==> src/rtl/instr_encoder.sv <==
// Packs opcode/register/funct/immediate fields into RISC-V instruction words and streams them,
// with auto-incrementing byte addresses, toward instruction memory through a one-entry output slot.
module instr_encoder #(
   parameter logic [31:0] BASE_ADDR = 32'h0000_0000,
   parameter int          MAX_WORDS = 256,
   localparam int         CW        = $clog2(MAX_WORDS + 1)
) (
   input  logic          iCLK,
   input  logic          iRST,
   input  logic          iClear,
   input  logic          iValid,
   output logic          oReady,
   input  logic [6:0]    iOpcode,
   input  logic [4:0]    iRd,
   input  logic [4:0]    iRs1,
   input  logic [4:0]    iRs2,
   input  logic [2:0]    iFunct3,
   input  logic [6:0]    iFunct7,
   input  logic [31:0]   iImm,
   output logic          oValid,
   input  logic          iReady,
   output logic [31:0]   oInstr,
   output logic [31:0]   oAddr,
   output logic [CW-1:0] oCount,
   output logic          oFull,
   output logic          oError,
   output logic [1:0]    oErrCode
);

   localparam logic [6:0] OP_LOAD   = 7'b0000011;
   localparam logic [6:0] OP_TIPOI  = 7'b0010011;
   localparam logic [6:0] OP_STORE  = 7'b0100011;
   localparam logic [6:0] OP_BRANCH = 7'b1100011;
   localparam logic [6:0] OP_JUMP   = 7'b1101111;
   localparam logic [6:0] OP_TIPOR  = 7'b0110011;

   localparam logic [1:0] ERR_NONE     = 2'b00;
   localparam logic [1:0] ERR_OPCODE   = 2'b01;
   localparam logic [1:0] ERR_RANGE    = 2'b10;
   localparam logic [1:0] ERR_MISALIGN = 2'b11;

   logic [31:0] enc_word;
   logic        op_ok;
   logic        misalign;
   logic        range_bad;
   logic [1:0]  req_err;
   logic [31:0] addr_cnt;
   logic        take;

   // Sign-extension check: upper immediate bits must all replicate the format's sign bit.
   logic fits_12, fits_13, fits_21;
   assign fits_12 = (&iImm[31:11]) | ~(|iImm[31:11]);
   assign fits_13 = (&iImm[31:12]) | ~(|iImm[31:12]);
   assign fits_21 = (&iImm[31:20]) | ~(|iImm[31:20]);

   always_comb begin
      enc_word  = 32'h0;
      op_ok     = 1'b1;
      misalign  = 1'b0;
      range_bad = 1'b0;
      case (iOpcode)
         OP_LOAD, OP_TIPOI: begin
            enc_word  = {iImm[11:0], iRs1, iFunct3, iRd, iOpcode};
            range_bad = !fits_12;
         end
         OP_STORE: begin
            enc_word  = {iImm[11:5], iRs2, iRs1, iFunct3, iImm[4:0], iOpcode};
            range_bad = !fits_12;
         end
         OP_BRANCH: begin
            enc_word  = {iImm[12], iImm[10:5], iRs2, iRs1, iFunct3, iImm[4:1], iImm[11], iOpcode};
            range_bad = !fits_13;
            misalign  = iImm[0];
         end
         OP_JUMP: begin
            enc_word  = {iImm[20], iImm[10:1], iImm[11], iImm[19:12], iRd, iOpcode};
            range_bad = !fits_21;
            misalign  = iImm[0];
         end
         OP_TIPOR: begin
            enc_word  = {iFunct7, iRs2, iRs1, iFunct3, iRd, iOpcode};
         end
         default: begin
            op_ok     = 1'b0;
         end
      endcase
   end

   always_comb begin
      req_err = ERR_NONE;
      if (!op_ok)
         req_err = ERR_OPCODE;
      else if (misalign)
         req_err = ERR_MISALIGN;
      else if (range_bad)
         req_err = ERR_RANGE;
   end

   assign oFull  = (oCount == CW'(MAX_WORDS));
   assign oReady = !oFull && (!oValid || iReady);
   // A request coinciding with iClear is swallowed: the clear wins that edge.
   assign take   = iValid && oReady && !iClear;

   always_ff @(posedge iCLK or posedge iRST) begin
      if (iRST) begin
         oValid   <= 1'b0;
         oInstr   <= 32'h0;
         oAddr    <= BASE_ADDR;
         oCount   <= '0;
         oError   <= 1'b0;
         oErrCode <= ERR_NONE;
         addr_cnt <= BASE_ADDR;
      end else begin
         if (oValid && iReady)
            oValid <= 1'b0;
         if (iClear) begin
            addr_cnt <= BASE_ADDR;
            oCount   <= '0;
            oError   <= 1'b0;
            oErrCode <= ERR_NONE;
         end else if (take) begin
            if (req_err != ERR_NONE) begin
               oError <= 1'b1;
               if (!oError)
                  oErrCode <= req_err;
            end else begin
               oValid   <= 1'b1;
               oInstr   <= enc_word;
               oAddr    <= addr_cnt;
               addr_cnt <= addr_cnt + 32'd4;
               oCount   <= oCount + CW'(1);
            end
         end
      end
   end

endmodule

==> config.mk <==
export PLATFORM = sky130hd
export DESIGN_NAME = instr_encoder
export DESIGN_NICKNAME = d
export VERILOG_FILES = /design/src/rtl/instr_encoder.sv
export SDC_FILE = /design/constraint.sdc
export NUM_CORES = 1
export LEC_CHECK = 0
export CAP_MARGIN = 20
export CORE_MARGIN = 5
export CORE_UTILIZATION = 30
export CTS_CLUSTER_SIZE = 14
export DETAILED_ROUTE_END_ITERATION = 7
export GPL_TIMING_DRIVEN = 0
export MAX_ROUTING_LAYER = met4
export PLACE_DENSITY_LB_ADDON = 0.25
export SYNTH_ARGS = -nofsm -noshare
export SYNTH_HDL_FRONTEND = slang
export SYNTH_SLANG_ARGS = --single-unit
==> constraint.sdc <==
create_clock -name iCLK -period 7.8 [get_ports iCLK]
set_clock_uncertainty 0.1 [all_clocks]
set_input_delay 1.17 -clock iCLK [delete_from_list [all_inputs] [get_ports iCLK]]
set_output_delay 1.17 -clock iCLK [all_outputs]
set_load 0.05 [all_outputs]
; Word level (Yosys, flattened, before mapping)
; Index checks and enable logic that the tools add are counted.
[totals]
input_bits = 69
regBits = 109
out_inout_bits = 79
wordCells = 78
[op_classes]
n_bitwise = 8
eq_ne = 9
n_mux = 24
add_sub_neg = 2
n_reduce_logical = 28
[op_table]
columns = cell, n
row1 = $pmux 32 s5, 1
row2 = $mux 32, 3
row3 = $add 32x3->32 const B, 1
row4 = $mux 9, 3
row5 = $reduce_and 21->1, 1
row6 = $reduce_or 21->1, 1
row7 = $reduce_and 20->1, 1
row8 = $reduce_or 20->1, 1
row9 = $eq 7x6->1 const B, 2
row10 = $eq 7x7->1 const B, 2
row11 = $mux 2, 7
row12 = $reduce_and 12->1, 1
row13 = $reduce_or 12->1, 1
row14 = $add 9x1->9 const B, 1
row15 = $eq 9x9->1 const B, 1
row16 = $mux 1, 9
row17 = $eq 7x2->1 const B, 1
row18 = $eq 7x5->1 const B, 1
row19 = $logic_not 1->1, 6
row20 = $reduce_and 3->1, 2
row21 = $reduce_bool 2->1, 3
row22 = $reduce_or 6->1, 1
row23 = $not 1->1, 5
row24 = $logic_and 1x1->1, 4
row25 = other kinds (7), 12

; Longest topological paths before layout
; Gate-level depths: netlist (run 1).
[logic_depth]
depth_word = 12
ltp_mapped = 10
mapped_depth_nobuf = 8

; Worst setup path after synthesis (run 1)
; No wires, ideal clock.
[synth_path]
kind = reg2out
from = register oCount[6]
to = output oReady
arrival_time_ps = 2897
n_path_buf = 0
slack_ps = 3633
required_ps = 6530
path_stages_with_launch = 4
cell_sequence = dfrtp_1 > or4_1 > nor3_1 > nor2b_1
[synth_between]
elab_chain_cells = 3
[synth_rtl]
columns = item, line
row1 = from (decl), 24  ; output logic [CW-1:0] oCount,
row2 = from (signal assigned), 131  ; oCount <= oCount + CW'(1);
row3 = $eq 9x9->1, 99  ; assign oFull = (oCount == CW'(MAX_WORDS));
row4 = net oFull, 25  ; output logic oFull,
row5 = $logic_not 1->1, 100  ; assign oReady = !oFull && (!oValid || iReady);
row6 = $logic_and 1x1->1, 100
row7 = to (decl), 12  ; output logic oReady,
; The timed path passes the listed nets, and every way through them passes these cells.

; Final worst setup path (run 1)
[layout_path]
from = input iReady
to = output oReady
[layout_between]
elab_chain_cells = 2
[layout_rtl]
columns = item, line
row1 = from (decl), 21  ; input logic iReady,
row2 = $logic_or 1x1->1, 100
row3 = $logic_and 1x1->1, 100
; Every way passes these cells.

==> impl_metrics.toml, run 1 <==
[yosys]
yosysSeqAreaShare_pct = 47.4
synth_area_per_cell_um2 = 11.3
synth.area.top_cells = "dfrtp_1, mux2_2, mux2_4"
synth_simple_gate_area_share_pct = 18.6
ys_types = 54
synthCells = 491
yosys_warnings = 0
yosys.area_share.xor_xnor_pct = 0.158
ys_ff_latch = 105
synth_top_family_by_area = "simple AND/OR/NAND/NOR gates"
synth_top_cell_by_area = "dfrtp_1"
synthesis.area_mm2 = 0.00555
yosysTopAreaCellShare_pct = 47.4
synth-async-reset-ratio_pct = 100
synth_edf_count = 0
synth_compound_area_share_pct = 13.8
synth_adder_area_share_pct = 0.676
yosys_most_used_dff = "dfrtp_1"
synth_mux_area_share_pct = 15.4

[global_route]
grt_use_total_pct = 16.0
grt_max_degree = 67
antenna_found_initial = 0
grt_pass1_vias = 4935
grt_overflow = 0
grt_pass1_wl_um = 26700

[clock_tree]
postCtsSetupBuffers = 0
tritoncts.num_buffers = 9
ctsLongestPathBuffers = 2
clkLatencyLatePin_ns = 0.36
path_clk_slew_ns = 0.07
clock-sinks = 105
cts.htree.levels = 3
root_buffer = "clkbuf_16"
cts_tree = "yes"
cts_hold_buf = 0
cts_resized = 0

[worst_setup_path]
critPathKind = "in2out"
startpoint_type = "primary input"
critPathRequiredTime_ns = 6.53
startpoint = "iReady"
rr_startpoint = "oCount[3]$_DFFE_PP0P_"
reg2reg_slack_ns = 4.93
reg2reg_to = "oAddr[15]$_DFFE_PP0P_"
crit_fanout = 3
endpoint_kind = "primary output"
arrival_ns = 2.89
rr_worst_depth = 8
worstSetupEndpoint = "oReady"

[timing]
period_share_pct = 53.4
tightest_slew_ns = 0.645
slew_headroom_pct = 57.0
setup_viol = 0
finalSetupTns_ns = 0
rsz0062_at_grt = "no"
fin_hold_ws_ns = 0.376
hold_viol_final = 0
layout_min_cycle_time_ns = 4.16
setup_slack_ns = 3.64
slew_viol_final = 0
max_freq_mhz = 240

[placement]
dp_slack_ns = 3.64
placed_area_mm2 = 0.00731
io_buffers = 144
hpwl_um = 12400
gp_congestion = 0.800

[power]
vdd_drop_max_mv = 0.112
p_per_area_mw_per_mm2 = 152
p_leak_uw = 0.00327

[detailed_routing]
viasPerCell = 5.34
ant_nets = 0
post-route-drc-count = 0
first_iter_violations = 367
vias = 4711
wl_um = 16800
wl_per_cell_um = 19.1
drt_first_pass_iters = 5

[outcome]
status = "finished clean"

[layout]
layout-drive-gt1-share_pct = 17.2
syn2layout_area_growth_pct = 37.4
antennaDiodeCount = 0
final_area_mm2 = 0.00762
nFillCells = 1715
final_util_pct = 42.1
nets = 720

[die]
core_mm2 = 0.0181
pin_count = 148
fp.dieArea_mm2 = 0.0213
std_cell_rows = 49
die_h_um = 146
initial_core_util_pct = 30.7
die_w_um = 146

[flow_run]
maxCapViolCount = 0

[hold_path]
hold_class = "reg2reg"
-- synth_stat cells (3+ instances only) --
master	count
dfrtp_1	105
mux2_2	35
a21oi_1	32
o31ai_1	29
or4_1	28
mux2_4	25
a22o_1	23
nand2_1	19
nand3_1	18
nor2_1	18
nand4_1	15
buf_2	14
clkbuf_1	12
nor3_1	11
and2_1	8
nand2b_1	8
nor2b_1	8
and3_1	7
inv_1	7
nor4_1	7
mux2_1	6
buf_6	4
o21ai_0	4
or3_1	4
buf_4	3
ha_1	3
nor3b_1	3
or2_2	3
-- critical path, cell delays in order --
cell             delay (ns)
clkdlybuf4s50_1        0.45
nand2b_1               0.22
nor2b_1                0.22
clkdlybuf4s50_1        0.83
-- area by class of cell --
type                       instances  area, um2  share of cell area, %
multi-input combinational        345       2710                   35.5
sequential                       105       2630                   34.5
timing repair buffer             145       1470                   19.3
tap                              229        287                   3.76
clock buffer                      10        239                   3.14
buffer                            35        190                   2.50
clock inverter                     6       72.6                  0.952
inverter                           7       28.8                  0.378
-- per-layer routing --
layer	vias to the layer above	wire, um	track usage [%]
met2	185	8010	25.1
met4	0	610	7.71
met5	-	0	-
met3	40	1100	3.36
li1	2188	-	-
met1	2298	7130	19.7
-- cell usage in the layout, fill, tap and decap left out, drive strengths merged, types with 9 or more instances in the layout --
cell,count
nand2,19
or4,28
nor2,18
dfrtp,105
a22o,23
a21oi,33
nor3,12
inv,9
mux2,66
nand4,16
nand3,18
o31ai,29
buf,24
clkbuf,22
clkdlybuf4s50,144
-- logic make-up after synthesis --
logic type	after synthesis
fa+ha+maj	3
buf+inv	42
xor+xnor	1
flops	105
mux	68
other cells	1
compound gates	103
simple gates	168
-- sequential cells by signal, indices dropped and copies added, names as in the netlist --
| register | count |
|---|---|
| addr_cnt | 30 |
| oAddr | 30 |
| oCount | 9 |
| oErrCode | 2 |
| oError | 1 |
| oInstr | 32 |
| oValid | 1 |
-- power breakdown --
group	internal, uW	switching (uW)
combinational	54.7	68.5
clock	261	217
sequential	550	3.63
total	866	289
-- per-stage QoR --
stage	cells	total power [uW]
after CTS	882	1170
after global placement	865	684
after detailed placement	866	688
after floorplan	492	621
final	882	1160
after global routing	882	1200
-- worst min-delay path by stage --
stage | to | from | slack, ns | cells after the start
2_1_floorplan | oAddr[31]$_DFFE_PP0P_ | addr_cnt[31]$_DFFE_PP0P_ | 0.40 | 1
3_3_place_gp | oInstr[0]$_DFFE_PP0P_ | oInstr[0]$_DFFE_PP0P_ | 0.35 | 1
3_5_place_dp | oInstr[0]$_DFFE_PP0P_ | oInstr[0]$_DFFE_PP0P_ | 0.36 | 1
4_1_cts | oInstr[0]$_DFFE_PP0P_ | oInstr[0]$_DFFE_PP0P_ | 0.38 | 1
5_1_grt | oInstr[0]$_DFFE_PP0P_ | oInstr[0]$_DFFE_PP0P_ | 0.39 | 1
6_report | oInstr[0]$_DFFE_PP0P_ | oInstr[0]$_DFFE_PP0P_ | 0.38 | 1
Power figures use the tool's default switching activity.
==> run 2: changes to the inputs <==
clock period = 4.2 ns   (was 7.8 ns; I/O delays follow)
==> results of run 2 <==
The final DEF is identical to that of run 1. Status: finished clean.
Among the figures that moved: setup slack after placement 3.64 ns -> 0.745 ns; setup slack after layout 3.64 ns -> 0.904 ns; start point of the critical path iReady -> oCount[3]$_DFFE_PP0P_; end point of the critical path oReady -> oFull; register-to-register setup slack 4.93 ns -> 1.33 ns; total power 1160 uW -> 2150 uW; worst IR drop on VDD 0.112 mV -> 0.208 mV
==> run 3: changes to the inputs <==
clock period = 3.4 ns   (was 4.2 ns; I/O delays follow)
==> impl_metrics.toml, run 3 (synthesis gave the netlist of run 1 again) <==
[outcome]
status = "finished clean"

[placement]
gp_congestion = 0.826
io_buffers = 144
hpwl_um = 12400
dp.cells = 866

[worst_setup_path]
startpoint_type = "register"
critPathKind = "reg2out"
arrival_ns = 2.55
critPathRequiredTime_ns = 2.79
endpoint_kind = "primary output"
cpPeakStageDelay_ns = 0.85
critical_path.slowest_cell = "clkdlybuf4s50_1"
path_delay_family = "buffers and inverters"
crit_fanout = 7
worstPathBufferInverterCount = 1
crit_chain = "or4_1 -> nor3_2 -> clkdlybuf4s50_1"

[clock_tree]
postCtsSetupBuffers = 0
clkLatencyLatePin_ns = 0.36
tritoncts.num_buffers = 9
ctsLongestPathBuffers = 2
clock-sinks = 105
root_buffer = "clkbuf_16"
cts_tree = "yes"
path_clk_slew_ns = 0.08
cts_resized = 0
cts.htree.levels = 3
cts_hold_buf = 0

[timing]
max_freq_mhz = 316
slew_headroom_pct = 58.8
rsz0062_at_grt = "no"
finalSetupTns_ns = 0
slew_viol_final = 0
tightest_slew_ns = 0.617
hold_viol_final = 0
layout_min_cycle_time_ns = 3.16
setup_viol = 0
fin_hold_ws_ns = 0.373
period_share_pct = 93.0

[power]
vdd_drop_max_mv = 0.242
p_leak_uw = 0.00326
p_per_area_mw_per_mm2 = 347

[layout]
nets = 720
regMostFlops = "oInstr"
layout-drive-gt1-share_pct = 17.3
largest_register_ffs = 32
antennaDiodeCount = 0
final_cells = 882
final_cell_mix = "clkdlybuf4s50_1, dfrtp_1, mux2_2, a21oi_1, o31ai_1"
syn2layout_area_growth_pct = 37.3
nFillCells = 1697
layout_commonest_cell = "clkdlybuf4s50_1"
top_regs = "oInstr x32, addr_cnt x30, oAddr x30"

[detailed_routing]
wl_per_cell_um = 18.8
drt_first_pass_iters = 5
viasPerCell = 5.29
wl_um = 16600
vias = 4668
ant_nets = 0
first_iter_violations = 408
post-route-drc-count = 0

[die]
std_cell_rows = 49
pin_count = 148
initial_core_util_pct = 30.7
die_h_um = 146
fp.dieArea_mm2 = 0.0213
core_mm2 = 0.0181
die_w_um = 146

[global_route]
grt_pass1_vias = 4806
grt_pass1_wl_um = 26600
grt_max_degree = 65
grt_overflow = 0
grt_use_total_pct = 16.0
antenna_found_initial = 0

[hold_path]
hold_class = "reg2reg"

[flow_run]
maxCapViolCount = 0
-- run 3: changes by cell type in the layout (fill, tap and decap cells not counted) --
cell,before,now
clkbuf_8,1,0
clkinv_2,0,1
clkinv_4,2,1
clkinvlp_4,1,2
inv_6,2,1
inv_8,0,1
nor3_1,11,10
nor3_2,1,2
-- run 3: layer usage --
layer / share of wire [%] / global-route usage [%] / wire (um) / up-vias
li1: - / - / - / 2181
met4: 1.9 / 5.36 / 319 / 0
met5: 0 / - / 0 / -
met1: 44 / 19.9 / 7270 / 2308
met3: 4.3 / 2.96 / 708 / 25
met2: 50 / 26.4 / 8310 / 154
-- run 3: cell type report --
| class | instances | area, um2 | share of cell area [%] |
|---|---|---|---|
| plain buffers | 35 | 190 | 2.50 |
| clock buffers | 9 | 225 | 2.96 |
| clock inverters | 7 | 78.8 | 1.03 |
| inverters | 7 | 28.8 | 0.378 |
| multi-input cells | 345 | 2710 | 35.6 |
| flip-flops and latches | 105 | 2630 | 34.5 |
| well taps | 229 | 287 | 3.76 |
| repair buffers | 145 | 1470 | 19.3 |
-- run 3: worst paths after layout --
| kind | slack [ns] | to | cells past startpoint | from |
|---|---|---|---|---|
| min | 0.37 | oInstr[1]$_DFFE_PP0P_ | 1 | oInstr[1]$_DFFE_PP0P_ |
| min reg2reg | 0.37 | oInstr[1]$_DFFE_PP0P_ | 1 | oInstr[1]$_DFFE_PP0P_ |
| max | 0.24 | oFull | 3 | oCount[3]$_DFFE_PP0P_ |
| min in group asynchronous | 0.48 | oInstr[2]$_DFFE_PP0P_ | 2 | iRST |
| max in group asynchronous | 2.03 | oCount[7]$_DFFE_PP0P_ | 3 | iRST |
| max reg2reg | 0.48 | oAddr[15]$_DFFE_PP0P_ | 8 | oCount[3]$_DFFE_PP0P_ |
-- run 3: through the flow --
step           worst slack [ns]  instance area, um2  power, uW  util (%)
6_report                  0.239                7620       2640      42.1
5_1_grt                   0.163                7620       2750      42.1
4_1_cts                   0.223                7620       2670      42.1
3_5_place_dp             0.0459                7320       1580      40.4
3_3_place_gp              -1.73                7290       1570      40.3
2_1_floorplan            0.0295                5560       1430         -
-- run 3: power breakdown --
part / switching (uW) / internal, uW
logic: 155 / 126
registers: 8.27 / 1260
clock network: 511 / 580
